**config.mk**
```make
export PLATFORM = sky130hd
export DESIGN_NAME = switch_led_controller
export DESIGN_NICKNAME = d
export VERILOG_FILES = /design/src/rtl/led_ctrl_pkg.sv /design/src/rtl/switch_debounce.sv /design/src/rtl/switch_led_controller.sv
export SDC_FILE = /design/constraint.sdc
export NUM_CORES = 1
export LEC_CHECK = 0
export ABC_AREA = 0
export BUFFER_PORTS_ARGS = -buffer_cell sky130_fd_sc_hd__buf_2
export CORE_ASPECT_RATIO = 1.1
export CORE_MARGIN = 2
export CORE_UTILIZATION = 67
export DETAILED_ROUTE_END_ITERATION = 7
export PLACE_DENSITY = 0.89
export SETUP_SLACK_MARGIN = 0.2
export SLEW_MARGIN = 10
export SYNTH_ARGS = -nofsm -noshare
export SYNTH_HDL_FRONTEND = slang
export SYNTH_HIERARCHICAL = 1
export SYNTH_SLANG_ARGS = --single-unit
```
**constraint.sdc**
```tcl
create_clock -name i_Clk -period 2.75 [get_ports i_Clk]
set_clock_uncertainty 0.1 [all_clocks]
set_input_delay 0.55 -clock i_Clk [delete_from_list [all_inputs] [get_ports i_Clk]]
set_output_delay 0.55 -clock i_Clk [all_outputs]
set_load 0.01 [all_outputs]
```
**src/rtl/led_ctrl_pkg.sv**
```systemverilog
// Shared mode encoding, LED entry patterns and the chase rotate helper
// for the switch/LED controller.
package led_ctrl_pkg;

  typedef enum logic [1:0] {
    MODE_OFF    = 2'd0,
    MODE_MANUAL = 2'd1,
    MODE_CHASE  = 2'd2,
    MODE_BLINK  = 2'd3
  } mode_e;

  localparam logic [3:0] CHASE_INIT = 4'b0001;
  localparam logic [3:0] BLINK_INIT = 4'b1111;

  // up moves the lit LED from bit0 towards bit3
  function automatic logic [3:0] rotate(
    input logic [3:0] p,
    input logic       up
  );
    return up ? {p[2:0], p[3]} : {p[0], p[3:1]};
  endfunction

endpackage

```
**src/rtl/switch_debounce.sv**
```systemverilog
// Per-switch debouncer: counts clocks of raw/level disagreement and
// emits a one-cycle pulse after the debounced level falls.
module switch_debounce #(
  parameter int DEBOUNCE_CYCLES = 250000
) (
  input  logic i_Clk,
  input  logic i_Reset,
  input  logic i_Switch,
  output logic o_Level,
  output logic o_Release
);

  localparam int CW = $clog2(DEBOUNCE_CYCLES + 1);

  logic [CW-1:0] r_Count;
  logic          r_Level;
  logic          r_Level_q;
  logic          r_Release;

  always_ff @(posedge i_Clk) begin
    if (i_Reset) begin
      r_Count   <= '0;
      r_Level   <= 1'b0;
      r_Level_q <= 1'b0;
      r_Release <= 1'b0;
    end else begin
      r_Level_q <= r_Level;
      r_Release <= r_Level_q & ~r_Level;
      if (i_Switch == r_Level) begin
        r_Count <= '0;
      end else if (r_Count == CW'(DEBOUNCE_CYCLES - 1)) begin
        r_Level <= i_Switch;
        r_Count <= '0;
      end else begin
        r_Count <= r_Count + 1'b1;
      end
    end
  end

  assign o_Level   = r_Level;
  assign o_Release = r_Release;

endmodule

```
**src/rtl/switch_led_controller.sv**
```systemverilog
// Four-switch LED sequencer: SW1 release cycles OFF/MANUAL/CHASE/BLINK,
// SW2..SW4 releases act inside the current mode.
import led_ctrl_pkg::*;

module switch_led_controller #(
  parameter int DEBOUNCE_CYCLES = 250000,
  parameter int STEP_CYCLES     = 6250000
) (
  input  logic       i_Clk,
  input  logic       i_Reset,
  input  logic       i_Switch_1,
  input  logic       i_Switch_2,
  input  logic       i_Switch_3,
  input  logic       i_Switch_4,
  output logic       o_LED_1,
  output logic       o_LED_2,
  output logic       o_LED_3,
  output logic       o_LED_4,
  output logic [1:0] o_Mode
);

  localparam int TW = (STEP_CYCLES > 1) ? $clog2(STEP_CYCLES) : 1;

  logic [3:0]    w_Raw;
  logic [3:0]    w_Level;
  logic [3:0]    w_Release;
  logic          w_Tc;
  logic          w_Up_Next;
  logic [3:1]    w_Manual_Next;

  mode_e         r_Mode;
  logic [3:1]    r_Manual;
  logic [3:0]    r_LED;
  logic          r_Up;
  logic          r_Run;
  logic [TW-1:0] r_Timer;

  assign w_Raw = {i_Switch_4, i_Switch_3, i_Switch_2, i_Switch_1};

  for (genvar i = 0; i < 4; i++) begin : g_sw
    switch_debounce #(
      .DEBOUNCE_CYCLES(DEBOUNCE_CYCLES)
    ) u_deb (
      .i_Clk    (i_Clk),
      .i_Reset  (i_Reset),
      .i_Switch (w_Raw[i]),
      .o_Level  (w_Level[i]),
      .o_Release(w_Release[i])
    );
  end

  assign w_Tc          = (r_Timer == TW'(STEP_CYCLES - 1));
  assign w_Up_Next     = r_Up ^ w_Release[1];
  assign w_Manual_Next = r_Manual ^ w_Release[3:1];

  always_ff @(posedge i_Clk) begin
    if (i_Reset) begin
      r_Mode   <= MODE_OFF;
      r_Manual <= '0;
      r_LED    <= '0;
      r_Up     <= 1'b1;
      r_Run    <= 1'b1;
      r_Timer  <= '0;
    end else if (w_Release[0]) begin
      // mode advance swallows any same-cycle SW2..SW4 release
      r_Timer <= '0;
      unique case (r_Mode)
        MODE_OFF: begin
          r_Mode <= MODE_MANUAL;
          r_LED  <= {r_Manual, 1'b1};
        end
        MODE_MANUAL: begin
          r_Mode <= MODE_CHASE;
          r_LED  <= CHASE_INIT;
          r_Up   <= 1'b1;
          r_Run  <= 1'b1;
        end
        MODE_CHASE: begin
          r_Mode <= MODE_BLINK;
          r_LED  <= BLINK_INIT;
        end
        MODE_BLINK: begin
          r_Mode <= MODE_OFF;
          r_LED  <= '0;
        end
      endcase
    end else begin
      unique case (r_Mode)
        MODE_OFF: begin
          r_Timer <= '0;
          r_LED   <= '0;
        end
        MODE_MANUAL: begin
          r_Timer  <= '0;
          r_Manual <= w_Manual_Next;
          r_LED    <= {w_Manual_Next, 1'b1};
        end
        MODE_CHASE: begin
          // a pause taking effect this cycle still lets this step occur
          r_Up  <= w_Up_Next;
          r_Run <= r_Run ^ w_Release[2];
          if (r_Run) begin
            if (w_Tc) begin
              r_Timer <= '0;
              r_LED   <= rotate(r_LED, w_Up_Next);
            end else begin
              r_Timer <= r_Timer + 1'b1;
            end
          end
        end
        MODE_BLINK: begin
          if (w_Tc) begin
            r_Timer <= '0;
            r_LED   <= ~r_LED;
          end else begin
            r_Timer <= r_Timer + 1'b1;
          end
        end
      endcase
    end
  end

  assign o_LED_1 = r_LED[0];
  assign o_LED_2 = r_LED[1];
  assign o_LED_3 = r_LED[2];
  assign o_LED_4 = r_LED[3];
  assign o_Mode  = r_Mode;

endmodule

```
==> metrics <==
post-route ant nets 0; Worst-Margin Slew 0.753 ns; Root Driver clkbuf_8; Area Overhead vs Synth 12.4%; Leak 2.01 nW; largest net degree at the start of global routing 31; total global-route track usage 29.5%; crit path DAT 2.43 ns; CP required 3.02 ns; critical path fanouts, max 18; # IOs 12; Core ar. 8000 um2; Pre-Repair DR Iteration Count 5; post-synthesis cell area 5590 um2; Die Span Y 99.8 um; vias in the first global route 4694; Fillers 524; share of cells above drive strength 1 11.1%; DRC viols 0; synthesized flop and latch total 118; fin area 6290 um2; HP Start i_Switch_3; IO buf count 11; number of enable flip-flop cells after synthesis 0; fin nets 652; clk_lat worst skew 0.52 ns; Main synth FF type dfxtp_1; outcome finished clean; delay-heaviest family, CP simple AND/OR/NAND/NOR gates; Worst IR Drop VDD 474 uV; WP depth 4; Crit. Startpoint g_sw[2].u_deb/r_Count[10]; Hold Fails Final Rpt 0; global-route wire length before repair 21.8 mm; CTS resizes 0; Worst Hold End g_sw[2].u_deb/o_Level; Setup crit start kind flip-flop; Placement Setup Slack 0.659 ns; HP Class input pin to flip-flop; Synth cell types 53; CTS tree done; RR Endpoint g_sw[2].u_deb/r_Count[8]; routability congestion estimate 0.881; Worst Setup Path Type flip-flop to flip-flop; initial antenna violation count 0; asr flop ratio synth 0%; worst setup margin 0.589 ns; Worst Setup End Kind flip-flop; reg2reg start g_sw[2].u_deb/r_Count[10]; WL per Instance 17.1 um; Num CTS Buffers 17; DR vias 4732; Largest stage delay, worst path 0.72 ns; Cells after Synth 622; Seq/Total Area, Yosys 42.3%; fmax 463 MHz; CP bufs+invs 0; vias per cell 6.24; hold buffer count at CTS 0; CTS max path bufs 2; period utilization 78.6%; Starting Density 69.9%; DP HPWL 7.42 mm; fin crit period 2.16 ns; Die Width 91.1 um; grt total ovfl 0; slowest stage cell, crit path o31ai_4; CTS sink count 118; H-Tree Depth 4; hold path depth 3; row count 34; r2r worst-path depth 4; cell area power density 627 nW/um2; max-cap viol count 0; placed cell area 5700 um2; 1st-iter DRT viols 326; Reg clk slew, reported paths 0.06 ns; syn nets 637; worst path cell trace nor4b_1, nand3_1, o31ai_4, nor2_1; final-report setup violation count 0; Slew HR 49.7%; R2R setup slack 0.59 ns; setup bufs post-CTS 0; Post-Syn Area per Cell 8.99 um2; Diodes inserted 0; final wirelength 12.9 mm; max-slew violations 0; Ys Warns 6; final setup TNS 0 ns; RSZ-0062 raised after global routing no; die area 9090 um2
[state kept, by name (all words and copies together), names as in the netlist]
name,cells
o_Mode,2
r_Up,1
r_Timer,23
r_Run,1
g_sw.u_deb/o_Release,4
g_sw.u_deb/r_Level_q,4
g_sw.u_deb/o_Level,4
r_LED,4
r_Manual,3
g_sw.u_deb/r_Count,72
[cell usage after synthesis, drive strengths merged (6+ instances only)]
cell type / instances / area share, %
nand3: 30 / 2.7
inv: 23 / 1.5
nor4b: 9 / 1.4
and3: 8 / 0.90
nand4: 32 / 5.1
nor2: 113 / 7.6
o21ai: 8 / 0.92
nor3: 25 / 2.5
nor4: 25 / 2.8
ha: 9 / 2.0
dfxtp: 118 / 42
o31ai: 11 / 2.5
a21oi: 6 / 0.60
buf: 8 / 1.0
clkbuf: 7 / 0.49
nand2: 40 / 2.9
nor2b: 11 / 1.2
xor2: 28 / 4.5
xnor2: 65 / 10
[logic make-up (layout without fill, tap and decap cells)]
logic type               count (synthesis)  count (layout)  synth area share, %
multiplexers                             5               5                0.985
flip-flops                             118             118                 42.3
XOR/XNOR                                93              93                 14.7
AND/OR/NAND/NOR                        319             319                 30.7
buffers and inverters                   38              66                 3.04
adder cells (fa/ha/maj)                  9               9                 2.01
AO/OA/AOI/OAI                           40              40                 6.29
[final cells by class]
class,count,area [um2],share of cell area [%]
Timing Repair Buffer,11,55.1,0.876
Inverter,23,86.3,1.37
Tap cell,108,135,2.15
Multi-Input combinational cell,466,3060,48.6
Sequential cell,118,2360,37.6
Clock inverter,13,148,2.35
Clock buffer,19,442,7.03
[cells in the final DEF (no fill, tap or decap), drive strengths merged, types with 2 or more instances in the layout]
cell type  instances
dfxtp            118
nor2             113
xnor2             65
nand2             40
nand4             32
nand3             30
xor2              28
nor4              25
inv               25
nor3              25
clkbuf            19
nor2b             11
buf               11
o31ai             11
nor4b              9
ha                 9
and3               8
o21ai              8
a21oi              6
nor3b              5
or4                5
nand4b             5
clkinv             5
a32oi              4
clkinvlp           4
or3                4
mux2               4
and4               3
a221oi             3
bufinv             2
[worst register-to-register path: cells and delay by family (launching register included)]
kind            cells  cell delay (ns)
flops               1             0.37
simple gates        3             0.82
compound gates      1             0.72
[layer usage]
layer,GRT usage (%),share of wire (%),vias up
li1,-,-,2215
met1,34.7,41,2280
met3,7.51,5.7,36
met4,13.8,2.3,0
met5,0,0,-
met2,51.0,51,201
[stage by stage]
step | utilization [%] | hold WS [ns] | instances | power [mW]
after global placement | 71.2 | 0.346 | 726 | 1.81
final | 78.6 | 0.341 | 758 | 3.94
after detailed placement | 71.2 | 0.351 | 726 | 1.81
after global routing | 78.6 | 0.346 | 758 | 4.05
after CTS | 78.6 | 0.333 | 758 | 3.95
after floorplan | - | 0.330 | 622 | 1.80
[how the worst max path moves through the flow]
stage / to / slack [ns]
floorplan: r_Timer[7] / 0.79
global placement: r_Timer[7] / 0.75
detailed placement: r_Timer[7] / 0.66
CTS: g_sw[3].u_deb/r_Count[2] / 0.59
global route: g_sw[3].u_deb/r_Count[2] / 0.45
finish: g_sw[2].u_deb/r_Count[8] / 0.59
[report_power, final]
group	leakage, nW	internal [mW]	switching [mW]	total (mW)
clock	0.277	1.34	0.819	2.16
combinational	0.777	0.0151	0.0362	0.0513
sequential	0.951	1.72	0.00819	1.72
total	2.01	3.08	0.864	3.94
No activity file was read; power rests on OpenSTA's default activity.
